[src/rtl/uart_tx_avalon_writer.sv]
`default_nettype none
// ============================================================================
// Module   : uart_tx_avalon_writer
// Brief    : Avalon-MM master that drains a byte FIFO into a UART txdata
//            register, polling the status register for TRDY before each byte.
// Revision : 1.0 - initial release
// ============================================================================
module uart_tx_avalon_writer #(
    parameter int unsigned FIFO_DEPTH  = 8,
    parameter int unsigned ADDR_WIDTH  = 5,
    parameter int unsigned TXDATA_ADDR = 1,
    parameter int unsigned STATUS_ADDR = 2,
    parameter int unsigned TRDY_BIT    = 6
) (
    input  logic                          clock_sink_clk,
    input  logic                          reset_sink_reset,
    input  logic [7:0]                    tx_data,
    input  logic                          tx_valid,
    output logic                          tx_ready,
    output logic [ADDR_WIDTH-1:0]         avalon_master_address,
    output logic                          avalon_master_read,
    input  logic [15:0]                   avalon_master_readdata,
    input  logic                          avalon_master_readdatavalid,
    input  logic                          avalon_master_waitrequest,
    output logic                          avalon_master_write,
    output logic [15:0]                   avalon_master_writedata,
    output logic [$clog2(FIFO_DEPTH):0]   fifo_count,
    output logic                          busy
);

    localparam int unsigned            c_ptr_w     = $clog2(FIFO_DEPTH);
    localparam int unsigned            c_cnt_w     = c_ptr_w + 1;
    localparam logic [c_cnt_w-1:0]     c_full      = c_cnt_w'(FIFO_DEPTH);
    localparam logic [ADDR_WIDTH-1:0]  c_addr_tx   = ADDR_WIDTH'(TXDATA_ADDR);
    localparam logic [ADDR_WIDTH-1:0]  c_addr_stat = ADDR_WIDTH'(STATUS_ADDR);
    localparam logic [3:0]             c_trdy_idx  = 4'(TRDY_BIT);

    typedef enum logic [1:0] {
        ST_IDLE      = 2'd0,
        ST_POLL_RD   = 2'd1,
        ST_POLL_WAIT = 2'd2,
        ST_WRITE     = 2'd3
    } state_t;

    state_t                  state_q, state_d;
    logic [c_ptr_w-1:0]      wr_ptr_q, wr_ptr_d;
    logic [c_ptr_w-1:0]      rd_ptr_q, rd_ptr_d;
    logic [c_cnt_w-1:0]      count_q, count_d;
    logic                    read_q, read_d;
    logic                    write_q, write_d;
    logic [ADDR_WIDTH-1:0]   address_q, address_d;
    logic [15:0]             writedata_q, writedata_d;
    logic                    busy_q, busy_d;
    logic [7:0]              mem_q [FIFO_DEPTH];

    logic                    w_push;
    logic                    w_pop;
    logic                    w_trdy;
    logic                    w_unused_readdata;

    assign tx_ready                = (count_q < c_full);
    assign fifo_count              = count_q;
    assign avalon_master_read      = read_q;
    assign avalon_master_write     = write_q;
    assign avalon_master_address   = address_q;
    assign avalon_master_writedata = writedata_q;
    assign busy                    = busy_q;
    assign w_trdy                  = avalon_master_readdata[c_trdy_idx];
    // Only the TRDY bit matters; the rest of the status word is ignored.
    assign w_unused_readdata       = ^avalon_master_readdata;

    // FIFO pointer and occupancy bookkeeping; pointers wrap naturally at the power-of-2 depth.
    always_comb begin
        w_push   = tx_valid && tx_ready;
        w_pop    = (state_q == ST_WRITE) && !avalon_master_waitrequest;
        wr_ptr_d = w_push ? wr_ptr_q + c_ptr_w'(1) : wr_ptr_q;
        rd_ptr_d = w_pop  ? rd_ptr_q + c_ptr_w'(1) : rd_ptr_q;
        count_d  = count_q;
        if (w_push && !w_pop) begin
            count_d = count_q + c_cnt_w'(1);
        end else if (!w_push && w_pop) begin
            count_d = count_q - c_cnt_w'(1);
        end
    end

    // Next-state and next-output logic; bus outputs are computed one cycle ahead so they leave flops.
    always_comb begin
        state_d     = state_q;
        read_d      = 1'b0;
        write_d     = 1'b0;
        address_d   = address_q;
        writedata_d = writedata_q;
        case (state_q)
            ST_IDLE: begin
                if (count_q != '0) begin
                    state_d   = ST_POLL_RD;
                    read_d    = 1'b1;
                    address_d = c_addr_stat;
                end
            end
            ST_POLL_RD: begin
                if (avalon_master_waitrequest) begin
                    read_d = 1'b1;
                end else begin
                    state_d = ST_POLL_WAIT;
                end
            end
            ST_POLL_WAIT: begin
                if (avalon_master_readdatavalid) begin
                    if (w_trdy) begin
                        state_d     = ST_WRITE;
                        write_d     = 1'b1;
                        address_d   = c_addr_tx;
                        writedata_d = {8'h00, mem_q[rd_ptr_q]};
                    end else begin
                        state_d   = ST_POLL_RD;
                        read_d    = 1'b1;
                        address_d = c_addr_stat;
                    end
                end
            end
            ST_WRITE: begin
                if (avalon_master_waitrequest) begin
                    write_d = 1'b1;
                end else if (count_d != '0) begin
                    state_d   = ST_POLL_RD;
                    read_d    = 1'b1;
                    address_d = c_addr_stat;
                end else begin
                    state_d = ST_IDLE;
                end
            end
            default: begin
                state_d = ST_IDLE;
            end
        endcase
        busy_d = (state_d != ST_IDLE);
    end

    // Register FSM state, FIFO control and all bus outputs.
    always_ff @(posedge clock_sink_clk) begin
        if (reset_sink_reset) begin
            state_q     <= ST_IDLE;
            wr_ptr_q    <= '0;
            rd_ptr_q    <= '0;
            count_q     <= '0;
            read_q      <= 1'b0;
            write_q     <= 1'b0;
            address_q   <= '0;
            writedata_q <= '0;
            busy_q      <= 1'b0;
        end else begin
            state_q     <= state_d;
            wr_ptr_q    <= wr_ptr_d;
            rd_ptr_q    <= rd_ptr_d;
            count_q     <= count_d;
            read_q      <= read_d;
            write_q     <= write_d;
            address_q   <= address_d;
            writedata_q <= writedata_d;
            busy_q      <= busy_d;
        end
    end

    // FIFO storage; contents need no reset because occupancy gates every read.
    always_ff @(posedge clock_sink_clk) begin
        if (w_push) begin
            mem_q[wr_ptr_q] <= tx_data;
        end
    end

endmodule
`default_nettype wire

[config.mk]
export PLATFORM = sky130hd
export DESIGN_NAME = uart_tx_avalon_writer
export DESIGN_NICKNAME = d
export VERILOG_FILES = /design/src/rtl/uart_tx_avalon_writer.sv
export SDC_FILE = /design/constraint.sdc
export NUM_CORES = 1
export LEC_CHECK = 0
export BUFFER_PORTS_ARGS = -buffer_cell sky130_fd_sc_hd__buf_2
export CORE_MARGIN = 2
export CORE_UTILIZATION = 56
export DETAILED_ROUTE_END_ITERATION = 16
export HOLD_SLACK_MARGIN = 0.02
export PLACE_DENSITY = 0.79
export SLEW_MARGIN = 10
export SYNTH_ARGS = -nofsm -noshare
export SYNTH_HDL_FRONTEND = slang
export SYNTH_SLANG_ARGS = --single-unit
[constraint.sdc]
create_clock -name clock_sink_clk -period 2.2 [get_ports clock_sink_clk]
set_input_delay 0.33 -clock clock_sink_clk [delete_from_list [all_inputs] [get_ports clock_sink_clk]]
set_output_delay 0.33 -clock clock_sink_clk [all_outputs]
set_load 0.02 [all_outputs]
* Yosys cells after proc, flatten, opt, wreduce, memory -nomap -nowiden *
Memories as Yosys holds them, arrays and structs flattened. A register that Yosys moved wholly into a read port is not among the register bits.
Index checks and enable logic that the tools add are counted.

cells by class
  add/subtract/negate cells = 4
  magnitude comparators = 1
  equal/unequal tests = 7
  multiplexer cells = 27
  reduce and logical (&&, ||, !) cells = 14

operator list
  cell                                                    count
  2-to-1 mux 5 bit                                        4
  case mux 5 bit (3 select lines)                         1
  2-to-1 mux 2 bit                                        6
  2-to-1 mux 1 bit                                        11
  2-to-1 mux 4 bit                                        2
  case mux 2 bit (4 select lines)                         1
  nonzero test 4 bit                                      2
  adder 3 x 1 -> 3 bit (second input constant)            2
  inequality test 2 bit (second input constant)           3
  AND reduction 5 bit                                     1
  adder 4 x 1 -> 4 bit (second input constant)            1
  equality test 2 bit (second input constant)             2
  logical AND 1 bit                                       4
  less-than comparator 4 bit (second input constant)      1
  case mux 1 bit (4 select lines)                         1
  subtractor 4 x 1 -> 4 bit (second input constant)       1
  logical NOT 1 bit                                       3
  AND reduction 3 bit                                     1
  nonzero test 3 bit                                      1
  equality test 2 x 1 -> 1 bit (second input constant)    1
  logical NOT 2 bit                                       1
  inequality test 2 x 1 -> 1 bit (second input constant)  1
  case mux 1 bit (2 select lines)                         1
  nonzero test 2 bit                                      1

word-level totals
  bits in registers = 20
  bits in writable memories = 64
  output and inout port bits = 29
  logic and storage cells = 62
  memories = 1

memories
  name   depth  width  read ports  clocked after memory_dff  write ports  RTL line  RTL
  mem_q  8      8      1           1                         1            54        logic [7:0] mem_q [FIFO_DEPTH];

* Longest topological paths before layout *
  word-level depth = 11
  gate-level depth with buffers = 6
  depth with buffers taken out = 6

* Least setup slack after synthesis *
OpenSTA, ideal clock, no wires.

  path kind = register to register
  from = register count_q[3], in the netlist fifo_count[3]
  to = memory mem_q[0][0], enable pin
  arrival time = 1.589 ns
  path slack = 0.217 ns
  cell stages (with the launch flop) = 4
  path buffers = 0
  cell sequence = dfxtp_1 -> inv_1 -> nand2_1 -> nor4_1

between the ends
  longest elaborated chain between the ends = 4

ends and longest elaborated chain
  what                                    RTL line  RTL
  start: declaration                      48        logic [c_cnt_w-1:0] count_q, count_d;
  start signal: assignment                156       count_q <= count_d;
  less-than comparator 4 bit              61        assign tx_ready = (count_q < c_full);
  net tx_ready                            19        output logic tx_ready,
  logical AND 1 bit                       74        w_push = tx_valid && tx_ready;
  2-to-1 mux 1 bit                        167       if (w_push) begin
  2-to-1 mux 1 bit (implied by the code)  168       mem_q[wr_ptr_q] <= tx_data;
  end: declaration                        54

The timed path passes the listed nets, and every way through them passes these cells.

* Worst setup path after layout *
  from = register state_q[1]
  to = register address_q[1], in the netlist avalon_master_address[1]

between the ends
  longest elaborated chain between the ends = 8
  elaborated cells between the ends (all ways) = 17

ends and longest elaborated chain
  what                                                    RTL line  RTL
  start: declaration                                      45        state_t state_q, state_d;
  start signal: assignment                                153       state_q <= state_d;
  equality test 2 bit                                     75, 93
  logical AND 1 bit                                       75        w_pop = (state_q == ST_WRITE) && !avalon_master_waitrequest;
  logical AND 1 bit or logical NOT 1 bit (tied branches)  81, 79
  2-to-1 mux 4 bit or logical AND 1 bit (tied branches)   81, 79
  2-to-1 mux 4 bit                                        79        if (w_push && !w_pop) begin
  nonzero test 4 bit                                      125       end else if (count_d != '0) begin
  inequality test 2 x 1 -> 1 bit (no line)                n/a
  AND reduction 5 bit (no line)                           n/a
  end signal: assignment                                  159       address_q <= address_d;
  end: declaration                                        51        logic [ADDR_WIDTH-1:0] address_q, address_d;

Several ways; a longest one is shown, not always the timed one.
A chain may end at the register's enable or synchronous reset.

==> metrics <==
number of placed I/O pins 58; count of port buffers added during placement 31; post-synthesis register bit count 89; overall power of the completed layout 3.594 mW; GPL Wtd Cong 0.7961; WS Path Type flip-flop to flip-flop; cell taking the most area after synthesis sky130_fd_sc_hd__edfxtp_1; Max Buffers Root-to-Sink 2; overall via count from detail_route 2097; Leak Pwr 1.500 nW; antenna violations before repair 0; critical path peak fanout 12; number of cells in the design after placement 354; most used standard cell by instance count after synthesis sky130_fd_sc_hd__edfxtp_1; clock tree root buffer cell sky130_fd_sc_hd__clkbuf_8; Hold Vio Cnt, Final 0; post-synthesis cell count 246; fraction of the cycle the final worst path needs 85.68%; number of sinks handled by clock tree synthesis 89; DRC viols 0; number of warnings printed during yosys synthesis 0; status finished, final reports clean; Placed Area 3934 um2; routed wire length on met2 2913 um; area growth from synthesis to final layout 13.18%; DP HPWL 3963 um; Cell Pwr Density 862.0 nW/um2; ys flop type sky130_fd_sc_hd__edfxtp_1; wire length of the first global-routing pass 9880 um; netlist area before placement 3684 um2; max-slew violation count 0; FP Rows 29; top sig layer met4; post-CTS clock slew at the launch and capture registers of the worst setup and hold paths 0.09 ns; category of the worst setup path capture point flip-flop; Slew HR 62.09%; starting density of the core 58.01%; Placeable Area 6350 um2; GRT Total Usage 18.62%; worst min path class input pin to flip-flop; residual antenna-violating net count after detailed routing 0; Worst Setup Slack post-DPL 0.1417 ns; most numerous cell types in the synthesized netlist sky130_fd_sc_hd__edfxtp_1 (64), sky130_fd_sc_hd__nor2_1 (28), sky130_fd_sc_hd__dfxtp_1 (25); Post-Route M1 WL 2614 um; initial drt markers 84; Design Area, Final 4169 um2; average via count per standard cell 5.668; die width 85.11 um; number of synthesized flops with an enable pin 64; setup clock skew after layout 0.01181 ns; endpoint required time on the critical path 2.45 ns; Max H-tree Level 3; number of global-route vias before repair 1937; final wirelength 6091 um; number of buffers inserted to repair setup after CTS 0; smallest setup slack after layout 0.3150 ns; Final TNS setup 0 ns; mean post-synth cell area 14.97 um2; top cells by area in the synthesized netlist sky130_fd_sc_hd__edfxtp_1 (52%), sky130_fd_sc_hd__dfxtp_1 (14%), sky130_fd_sc_hd__mux4_2 (9.8%), sky130_fd_sc_hd__nor2_1 (2.9%), sky130_fd_sc_hd__mux2i_1 (2.4%); overflow left after global routing 0; layout cells sized above 1 27.65%; f_max 0.5305 GHz; share of the yosys chip area belonging to registers 65.76%; unrepaired setup endpoints after global routing false; final critical path time including I/O delays and setup 1.885 ns; Setup Viol. Count Final 0; Die Area 7243 um2; post-synth top area share 52.17%; worst endpoint data arrival time 2.14 ns; number of maximum-capacitance constraint violations 0; Die Span Y 85.11 um; post_cts resized 0; Worst Setup Start Kind flip-flop; TritonRoute pass-1 iters 4; distinct cell type count after synthesis 44; number of buffers added to fix hold violations after cts 0; Met3 Routed Length 437 um; latest clock arrival within the worst-skew pair 0.36 ns; final non-filler cell total 370; Num CTS Buffers 9; transition time at the pin with the least slew margin 0.5679 ns; clock tree from TritonCTS done; Routed wire per std cell 16.46 um; final layout net count 322; pin count of the biggest net entering global routing 25; largest vdd supply drop 0.4960 mV; post-layout util 65.66%; Hold Worst Slack 0.2392 ns; proportion of synthesized flip-flops having asynchronous set or reset 0%; number of antenna cells inserted 0
==> power breakdown <==
| part | total [mW] | switching (mW) | internal, mW |
|---|---|---|---|
| logic | 0.405 | 0.243 | 0.162 |
| clock network | 1.28 | 0.613 | 0.663 |
| registers | 1.91 | 0.0454 | 1.87 |
| total | 3.59 | 0.902 | 2.69 |
==> metal layers <==
metal / global-route usage [%] / vias to the layer above
li1: - / 995
met1: 24.68 / 1022
met2: 28.84 / 67
met3: 4.377 / 13
met4: 9.957 / 0
met5: 0 / -
==> sequential cells by signal (all words and copies together), names as in the netlist <==
register and count:
avalon_master_read 1, avalon_master_address 2, wr_ptr_q 3, state_q 2, rd_ptr_q 3, avalon_master_writedata 8
fifo_count 4, mem_q 64, avalon_master_write 1, busy 1
==> cell families (layout without fill, tap and decap cells) <==
group                      after synthesis  in the layout  synth area share (%)
other                                    1             11                0.1018
AOI/OAI and AO/OA                       30             30                 6.318
xor gates and xnor gates                 5              5                 1.189
muxes                                   25             25                 12.23
DFF                                     89             89                 65.76
buffers and inverters                   29             66                 4.416
and+or+nand+nor                         62             62                 8.289
adders and majority gates                5              5                 1.698
==> cells in the final DEF, fill, tap and decap left out, types with 2 or more instances in the layout <==
cell,Yosys,routed
sky130_fd_sc_hd__dfxtp_1,25,25
sky130_fd_sc_hd__buf_4,11,14
sky130_fd_sc_hd__bufinv_16,0,2
sky130_fd_sc_hd__conb_1,1,11
sky130_fd_sc_hd__buf_2,4,31
sky130_fd_sc_hd__nor3_1,6,6
sky130_fd_sc_hd__nor2_1,28,28
sky130_fd_sc_hd__nand3_1,2,2
sky130_fd_sc_hd__nand2b_1,3,3
sky130_fd_sc_hd__or3_1,2,2
sky130_fd_sc_hd__a21oi_1,4,4
sky130_fd_sc_hd__xor2_1,2,2
sky130_fd_sc_hd__a211oi_1,10,10
sky130_fd_sc_hd__nand2_1,10,10
sky130_fd_sc_hd__inv_6,0,3
sky130_fd_sc_hd__edfxtp_1,64,64
sky130_fd_sc_hd__nor2b_1,2,2
sky130_fd_sc_hd__inv_1,5,5
sky130_fd_sc_hd__ha_1,5,5
sky130_fd_sc_hd__xnor2_1,3,3
sky130_fd_sc_hd__o21ai_0,3,3
sky130_fd_sc_hd__mux4_2,16,16
sky130_fd_sc_hd__o311a_1,2,2
sky130_fd_sc_hd__clkbuf_8,0,9
sky130_fd_sc_hd__nor4_1,2,2
sky130_fd_sc_hd__mux2i_1,9,9
==> layout make-up <==
type / count / area (um2)
Sequential cell: 89 / 2422
Fill cell: 458 / 2181
Multi-Input combinational cell: 138 / 1136
Timing Repair Buffer: 45 / 260.3
Clock buffer: 9 / 123.9
Clock inverter: 7 / 111.4
Tap cell: 77 / 96.34
Inverter: 5 / 18.77
==> final timing paths <==
path / start / slack, ns / depth (start not counted) / endpoint
worst max-delay path: state_q[1]$_SDFF_PP0_ / 0.32 / 5 / avalon_master_address[1]$_SDFFE_PP0P_
worst min-delay path: tx_data[6] / 0.24 / 1 / mem_q[2][6]$_DFFE_PP_
worst max register to register: state_q[1]$_SDFF_PP0_ / 0.32 / 5 / avalon_master_address[1]$_SDFFE_PP0P_
worst min register to register: avalon_master_writedata[7]$_SDFFE_PP0P_ / 0.50 / 2 / avalon_master_writedata[7]$_SDFFE_PP0P_
==> worst max-delay path, cell delays in order (launching register included) <==
cell	delay [ns]
sky130_fd_sc_hd__dfxtp_1	0.38
sky130_fd_sc_hd__nand3b_4	0.17
sky130_fd_sc_hd__or3_1	0.36
sky130_fd_sc_hd__a221oi_2	0.32
sky130_fd_sc_hd__o31ai_2	0.18
sky130_fd_sc_hd__o41a_1	0.38
Note: power is estimated with default switching activity, not from simulation.
